===== config.mk =====
export PLATFORM = sky130hd
export DESIGN_NAME = seg_indexer_pipe
export DESIGN_NICKNAME = d
export VERILOG_FILES = /design/src/rtl/seg_indexer_pipe.sv
export SDC_FILE = /design/constraint.sdc
export NUM_CORES = 1
export LEC_CHECK = 0
export ABC_AREA = 1
export ABC_CLOCK_PERIOD_IN_PS = 3900
export CORE_MARGIN = 3
export CORE_UTILIZATION = 55
export CTS_BUF_LIST = sky130_fd_sc_hd__clkbuf_16
export DETAILED_ROUTE_END_ITERATION = 7
export HOLD_SLACK_MARGIN = 0.12
export PLACE_DENSITY = 0.78
export REMOVE_ABC_BUFFERS = 1
export SYNTH_ARGS = -nofsm -noshare
export SYNTH_HDL_FRONTEND = slang
export SYNTH_SLANG_ARGS = --single-unit

===== constraint.sdc =====
create_clock -name clk -period 3.9 [get_ports clk]
set_input_delay 0.78 -clock clk [delete_from_list [all_inputs] [get_ports clk]]
set_output_delay 0.78 -clock clk [all_outputs]
set_load 0.02 [all_outputs]

===== src/rtl/seg_indexer_pipe.sv =====
// seg_indexer_pipe: pipelined FP16 binary-search segment indexer over a programmable breakpoint table.
module seg_indexer_pipe #(
    parameter int DW       = 16,
    parameter int SEG_BITS = 3
) (
    input  logic                clk,
    input  logic                rstn,
    input  logic                in_valid,
    output logic                in_ready,
    input  logic [DW-1:0]       in_x,
    output logic                out_valid,
    input  logic                out_ready,
    output logic [SEG_BITS-1:0] out_seg,
    output logic [DW-1:0]       out_x,
    output logic                out_under,
    output logic                out_over,
    output logic                out_nan,
    input  logic                cfg_we,
    output logic                cfg_ready,
    input  logic [SEG_BITS-1:0] cfg_addr,
    input  logic [DW-1:0]       cfg_data
);
    localparam int NSEG = 1 << SEG_BITS;
    localparam int NS   = SEG_BITS + 1;

    function automatic logic [DW-1:0] key_of(input logic [DW-1:0] x);
        logic [DW-1:0] c;
        c = (x == 16'h8000) ? '0 : x;
        return c[DW-1] ? ~c : c ^ 16'h8000;
    endfunction

    // k/NSEG as FP16: k = 1.m * 2^p, so exponent is 15 + p - SEG_BITS
    function automatic logic [15:0] bp_default(input int k);
        int p;
        p = 0;
        for (int i = 0; i < 7; i++) if ((k >> i) != 0) p = i;
        return {1'b0, 5'(15 + p - SEG_BITS), 10'((k << (10 - p)) & 'h3FF)};
    endfunction

    logic [DW-1:0]       bp   [NSEG];
    logic [NS-1:0]       v, un_q, ov_q, na_q;
    logic [DW-1:0]       x_q  [NS];
    logic [SEG_BITS-1:0] s_q  [NS];
    logic [DW-1:0]       k_q  [SEG_BITS];
    logic [SEG_BITS-1:0] fo_q;
    logic [SEG_BITS-1:0] cand [SEG_BITS];
    logic [SEG_BITS-1:0] nxt  [SEG_BITS];
    logic                stall, nan_c, und_c, ovr_c, acc;

    assign stall     = v[NS-1] && !out_ready;
    assign cfg_ready = ~|v;
    assign in_ready  = !stall && !(cfg_we && cfg_ready);
    assign acc       = in_valid && in_ready;
    assign nan_c     = &in_x[14:10] && |in_x[9:0];
    assign und_c     = !nan_c && in_x[15] && in_x != 16'h8000;
    assign ovr_c     = !nan_c && !in_x[15] && in_x[14:0] >= 15'h3C00;

    assign out_valid = v[NS-1];
    assign out_seg   = s_q[NS-1];
    assign out_x     = x_q[NS-1];
    assign out_under = un_q[NS-1];
    assign out_over  = ov_q[NS-1];
    assign out_nan   = na_q[NS-1];

    always_comb begin
        for (int j = 1; j <= SEG_BITS; j++) begin
            cand[j-1] = s_q[j-1] | SEG_BITS'(1 << (SEG_BITS - j));
            nxt[j-1]  = (!fo_q[j-1] && k_q[j-1] > key_of(bp[cand[j-1]])) ? cand[j-1] : s_q[j-1];
        end
    end

    always_ff @(posedge clk) begin
        if (!rstn) begin
            v    <= '0;
            un_q <= '0;
            ov_q <= '0;
            na_q <= '0;
            fo_q <= '0;
            for (int i = 0; i < NS; i++) begin
                x_q[i] <= '0;
                s_q[i] <= '0;
            end
            for (int i = 0; i < SEG_BITS; i++) k_q[i] <= '0;
            bp[0] <= '0;
            for (int i = 1; i < NSEG; i++) bp[i] <= bp_default(i);
        end else begin
            if (cfg_we && cfg_ready && cfg_addr != '0) bp[cfg_addr] <= cfg_data;
            if (!stall) begin
                v[0]    <= acc;
                x_q[0]  <= in_x;
                k_q[0]  <= key_of(in_x);
                s_q[0]  <= (nan_c || ovr_c) ? '1 : '0;
                fo_q[0] <= nan_c || und_c || ovr_c;
                un_q[0] <= und_c;
                ov_q[0] <= ovr_c;
                na_q[0] <= nan_c;
                for (int j = 1; j < NS; j++) begin
                    v[j]    <= v[j-1];
                    x_q[j]  <= x_q[j-1];
                    s_q[j]  <= nxt[j-1];
                    un_q[j] <= un_q[j-1];
                    ov_q[j] <= ov_q[j-1];
                    na_q[j] <= na_q[j-1];
                end
                for (int j = 1; j < SEG_BITS; j++) begin
                    k_q[j]  <= k_q[j-1];
                    fo_q[j] <= fo_q[j-1];
                end
            end
        end
    end
endmodule


* Word level (Yosys, flattened, before mapping) *
Memory sizes are Yosys's and may differ from the RTL's.
Index checks and enable logic that the tools add are counted.

word-level totals
  flip-flop bits (word level) = 19
  latch bits = 0
  bits in writable memories = 252
  bits in read-only memories = 0
  bits of input ports = 40
  output and inout port bits = 25
  logic and storage cells = 119
  memories kept = 4

memory list
  memory  depth  bits a word  rd ports  clocked after Yosys merged registers in  write ports  line  source
  bp      8      16           3         0                                        8            40    logic [DW-1:0] bp [NSEG];
  x_q     4      16           4         0                                        4            42    logic [DW-1:0] x_q [NS];
  k_q     3      16           3         0                                        3            44    logic [DW-1:0] k_q [SEG_BITS];
  s_q     4      3            4         0                                        4            43    logic [SEG_BITS-1:0] s_q [NS];

operators by class
  add/subtract/negate cells = 9
  $mul = 0
  divide/modulo/power cells = 0
  magnitude comparators = 4
  equality and inequality tests = 5
  shift-type cells = 7
  mux-type cells = 36
  bitwise operators = 19
  reduce and logical (&&, ||, !) cells = 30

operators with widths
  kind                                                                     count
  16-bit 2-to-1 mux                                                        16
  3-bit by 32-bit left shift with 10-bit output, first input constant      4
  32-bit 2-to-1 mux                                                        3
  5-bit by 32-bit subtractor with 32-bit output, first input constant      3
  16-bit == test, second input constant                                    4
  16-bit NOT                                                               4
  2-bit by 32-bit left shift with 10-bit output, first input constant      2
  16-bit > comparator                                                      3
  1-bit by 32-bit left shift with 10-bit output, first input constant      1
  3-bit 2-to-1 mux                                                         7
  16-bit != test, second input constant                                    1
  16-bit OR reduction                                                      1
  5-bit adder, first input constant                                        3
  15-bit by 14-bit >= comparator with 1-bit output, second input constant  1
  5-bit by 3-bit subtractor with 5-bit output, second input constant       3
  1-bit logical AND                                                        13
  1-bit bitwise OR                                                         11
  10-bit OR reduction                                                      1
  1-bit zero test                                                          9
  1-bit 2-to-1 mux                                                         9
  5-bit AND reduction                                                      1
  1-bit NOT                                                                4
  4-bit OR reduction                                                       1
  1-bit logical OR                                                         3
  other kinds (2)                                                          2

* Longest topological paths before layout *
An unclocked memory read counts as a cell.

  depth in word-level cells = 10
  depth in mapped cells = 23
  gate-level depth less buffers = 21

* Worst setup path after synthesis *
No wires, ideal clock.

  path kind = input to register
  start = in rstn
  end = mem k_q[0][0] (enable)
  data arrival time = 2.774 ns
  required time = 3.471 ns
  setup slack = 0.697 ns
  cell stages on the path = 5
  path buffers = 2
  cell sequence = buf_2 -> inv_1 -> nor2_1 -> inv_1 -> buf_2

RTL lines
  what             line  source
  start, declared  7     input logic rstn,
  end, declared    44

==> qor.csv <==
metric;value;unit
outcome;completed;
Root Buffer;sky130_fd_sc_hd__clkbuf_16;
Period minus WS final;3.37;ns
library cell with the highest instance count after synthesis;sky130_fd_sc_hd__nand2_1;
total wirelength of the detailed-routed design;30100;um
count of inserted antenna diode cells;0;
top-area cell type share of the netlist area;0.538;
number of hold violations in the final report;0;
ranking of synthesized cells by area;sky130_fd_sc_hd__edfxtp_1 (54%), sky130_fd_sc_hd__nand2_1 (9.8%), sky130_fd_sc_hd__nor2_1 (6.8%);
library cell occupying the most area in the post-synthesis netlist;sky130_fd_sc_hd__edfxtp_1;
vias in the first global route;9161;
iteration-0 DRC count of the detailed router;1118;
initial cell density of the core;0.568;
Placeable Area;22900;um2
count of pins on the block boundary;65;
Final Cycle Share;0.865;
classification of the worst-slack hold path;reg2reg;
Reg clk slew, reported paths;0.06;ns
post-synthesis cell count;1404;
number of standard-cell rows in the floorplan;55;
GRT Util Overall;0.234;
routed length per instance;16.9;um
number of distinct library cells after synthesis;40;
DP Worst Slack;0.602;ns
Synth-to-Final Area Change;12.7;%
Clock Skew;0.0131;ns
max-capacitance violation count;0;
Pwr Total;6.60;mW
final weighted congestion of routability-driven global placement;0.962;
worst IR drop on VDD;0.000298;V
final cell area excluding filler cells;14700;um2
maximum number of pins on one net before global-route repair;112;
DIE WIDTH;160;um
initial antenna violation count;0;
number of post-CTS setup repair buffers;0;
first-pass GRT wire length;47600;um
Placed Cells incl. Taps;1734;
category of the worst setup path launch point;flip-flop;
Overflow after GRT;0;
Post-synth EDFFs;233;
arrival time of data at the critical path endpoint;3.62;ns
number of pins with negative max-slew slack in the final report;0;
post-synthesis cell area;13000;um2
fin nets;1537;
clock latency of the later-clocked register in the worst-skew pair;0.53;ns
Port Buffers;64;
dpl cell area;13700;um2
number of warnings printed during yosys synthesis;0;
total number of H-tree levels;1;
die outline height;160;um
power density cells;450;nW/um2
Longest Clk Path Bufs;3;
vias per cell;5.31;
worst slack on hold paths;0.467;ns
number of buffers inserted during clock tree synthesis;26;
number of setup violations in the final report;0;
RSZ-0062 raised after global routing;no;
cts hold-fix bufs;0;
number of clock sinks seen by CTS;252;
HPWL Detailed;21600;um
remaining max-slew budget at the tightest pin;0.512;
Worst setup EP type;flip-flop;
worst-margin pin slew;0.731;ns
final antenna-violating net count;0;
vias after detailed routing;9458;
min setup slack post-route;0.528;ns
Total Die Area;25500;um2
sequential cell area fraction in the yosys report;0.567;
Pleak;6.51;nW
synthesized flop and latch total;252;
required time reported for the critical path endpoint;4.15;ns
most numerous cell types in the synthesized netlist;sky130_fd_sc_hd__nand2_1 (339), sky130_fd_sc_hd__nor2_1 (234), sky130_fd_sc_hd__edfxtp_1 (233);
maximum clock frequency;297;MHz
fraction of layout cells with a size suffix above 1;0.0783;
Synth Area per Inst;9.27;um2
TritonCTS clock tree;built;
number of cells in the finished layout apart from fillers;1782;
Worst Path Max Fanout;30;
TritonRoute pass-1 iters;8;
quantity of gates resized following cts;0;
# DRC;0;
fraction of synthesis flops using an asynchronous set or reset pin;0;
Post-synth top flop;sky130_fd_sc_hd__edfxtp_1;
kind of critical path;reg2reg;
-- worst paths after layout --
path	start	endpoint	slack, ns	cells after the start
worst min-delay path	un_q[3]	un_q[3]	0.47	2
worst max register to register	s_q[0][7]	s_q[0][9]	0.53	15
worst min register to register	un_q[3]	un_q[3]	0.47	2
worst max-delay path	s_q[0][7]	s_q[0][9]	0.53	15
-- placed cells by master (no fill, tap or decap), types with 4 or more instances in the layout --
cell type,count
sky130_fd_sc_hd__inv_2,5
sky130_fd_sc_hd__a21oi_1,28
sky130_fd_sc_hd__clkinv_1,5
sky130_fd_sc_hd__mux2i_1,5
sky130_fd_sc_hd__inv_4,4
sky130_fd_sc_hd__nand3_1,79
sky130_fd_sc_hd__nor2_1,234
sky130_fd_sc_hd__nor2_2,7
sky130_fd_sc_hd__inv_1,197
sky130_fd_sc_hd__clkbuf_16,33
sky130_fd_sc_hd__o21ai_0,20
sky130_fd_sc_hd__dfxtp_1,19
sky130_fd_sc_hd__clkdlybuf4s50_1,64
sky130_fd_sc_hd__nand4_1,19
sky130_fd_sc_hd__edfxtp_1,233
sky130_fd_sc_hd__buf_4,22
sky130_fd_sc_hd__nand2_2,25
sky130_fd_sc_hd__ha_1,48
sky130_fd_sc_hd__clkinv_2,7
sky130_fd_sc_hd__o22ai_1,11
sky130_fd_sc_hd__xor2_1,31
sky130_fd_sc_hd__nand2_1,338
sky130_fd_sc_hd__xnor2_1,10
-- critical path, cell delays in order (launching register included) --
cell	delay (ns)
sky130_fd_sc_hd__edfxtp_1	0.81
sky130_fd_sc_hd__inv_2	0.39
sky130_fd_sc_hd__nand2_1	0.16
sky130_fd_sc_hd__nand3_1	0.07
sky130_fd_sc_hd__nand2_1	0.12
sky130_fd_sc_hd__nand2_1	0.09
sky130_fd_sc_hd__nor2_2	0.18
sky130_fd_sc_hd__nand4_4	0.29
sky130_fd_sc_hd__nand2_2	0.17
sky130_fd_sc_hd__ha_1	0.27
sky130_fd_sc_hd__a21oi_1	0.16
sky130_fd_sc_hd__nand2_1	0.08
sky130_fd_sc_hd__a21oi_1	0.13
sky130_fd_sc_hd__nand2_1	0.06
sky130_fd_sc_hd__nand2_1	0.05
sky130_fd_sc_hd__a21oi_1	0.06
-- layout make-up --
type	instances	area, um2
inverter	206	782
tap	313	392
timing repair buffer	87	826
fill	1844	8250
multi-input combinational	876	4360
clock buffer	33	826
clock inverter	15	100
sequential	252	7380
-- per-stage QoR --
step,utilization,setup TNS [ns]
3_3_place_gp,0.600,0
5_1_grt,0.640,0
2_1_floorplan,-,-20.65
6_report,0.640,0
4_1_cts,0.640,0
3_5_place_dp,0.600,0
-- state kept, by name (all words and copies together), names as in the netlist --
| register | cells |
|---|---|
| v | 4 |
| ov_q | 4 |
| bp | 112 |
| un_q | 4 |
| na_q | 4 |
| k_q | 48 |
| fo_q | 3 |
| s_q | 9 |
| x_q | 64 |
-- kinds of logic (layout without fill, tap and decap cells) --
logic type,Yosys count,in the layout,synth area share
muxes,5,5,0.00385
buffers and inverters,276,341,0.0982
AOI/OAI and AO/OA,69,69,0.0297
adders and majority gates,48,48,0.0462
and+or+nand+nor,713,713,0.227
xor gates and xnor gates,41,41,0.0276
DFF,252,252,0.567
-- metal layers --
| layer | up-vias | wire length, um | global-route usage | part of all wire |
|---|---|---|---|---|
| li1 | 4572 | - | - | - |
| met1 | 4421 | 12800 | 0.330 | 0.42 |
| met2 | 391 | 13900 | 0.376 | 0.46 |
| met3 | 74 | 2520 | 0.0337 | 0.084 |
| met4 | 0 | 908 | 0.0793 | 0.030 |
| met5 | - | 0 | 0 | 0 |
-- where the power goes --
group / leakage, nW / internal (mW) / switching [mW]
Sequential: 2.68 / 3.07 / 0.0711
Clock: 0.460 / 1.56 / 1.04
Combinational: 3.37 / 0.312 / 0.549
Total: 6.51 / 4.94 / 1.66
Note: power is estimated with default switching activity, not from simulation.
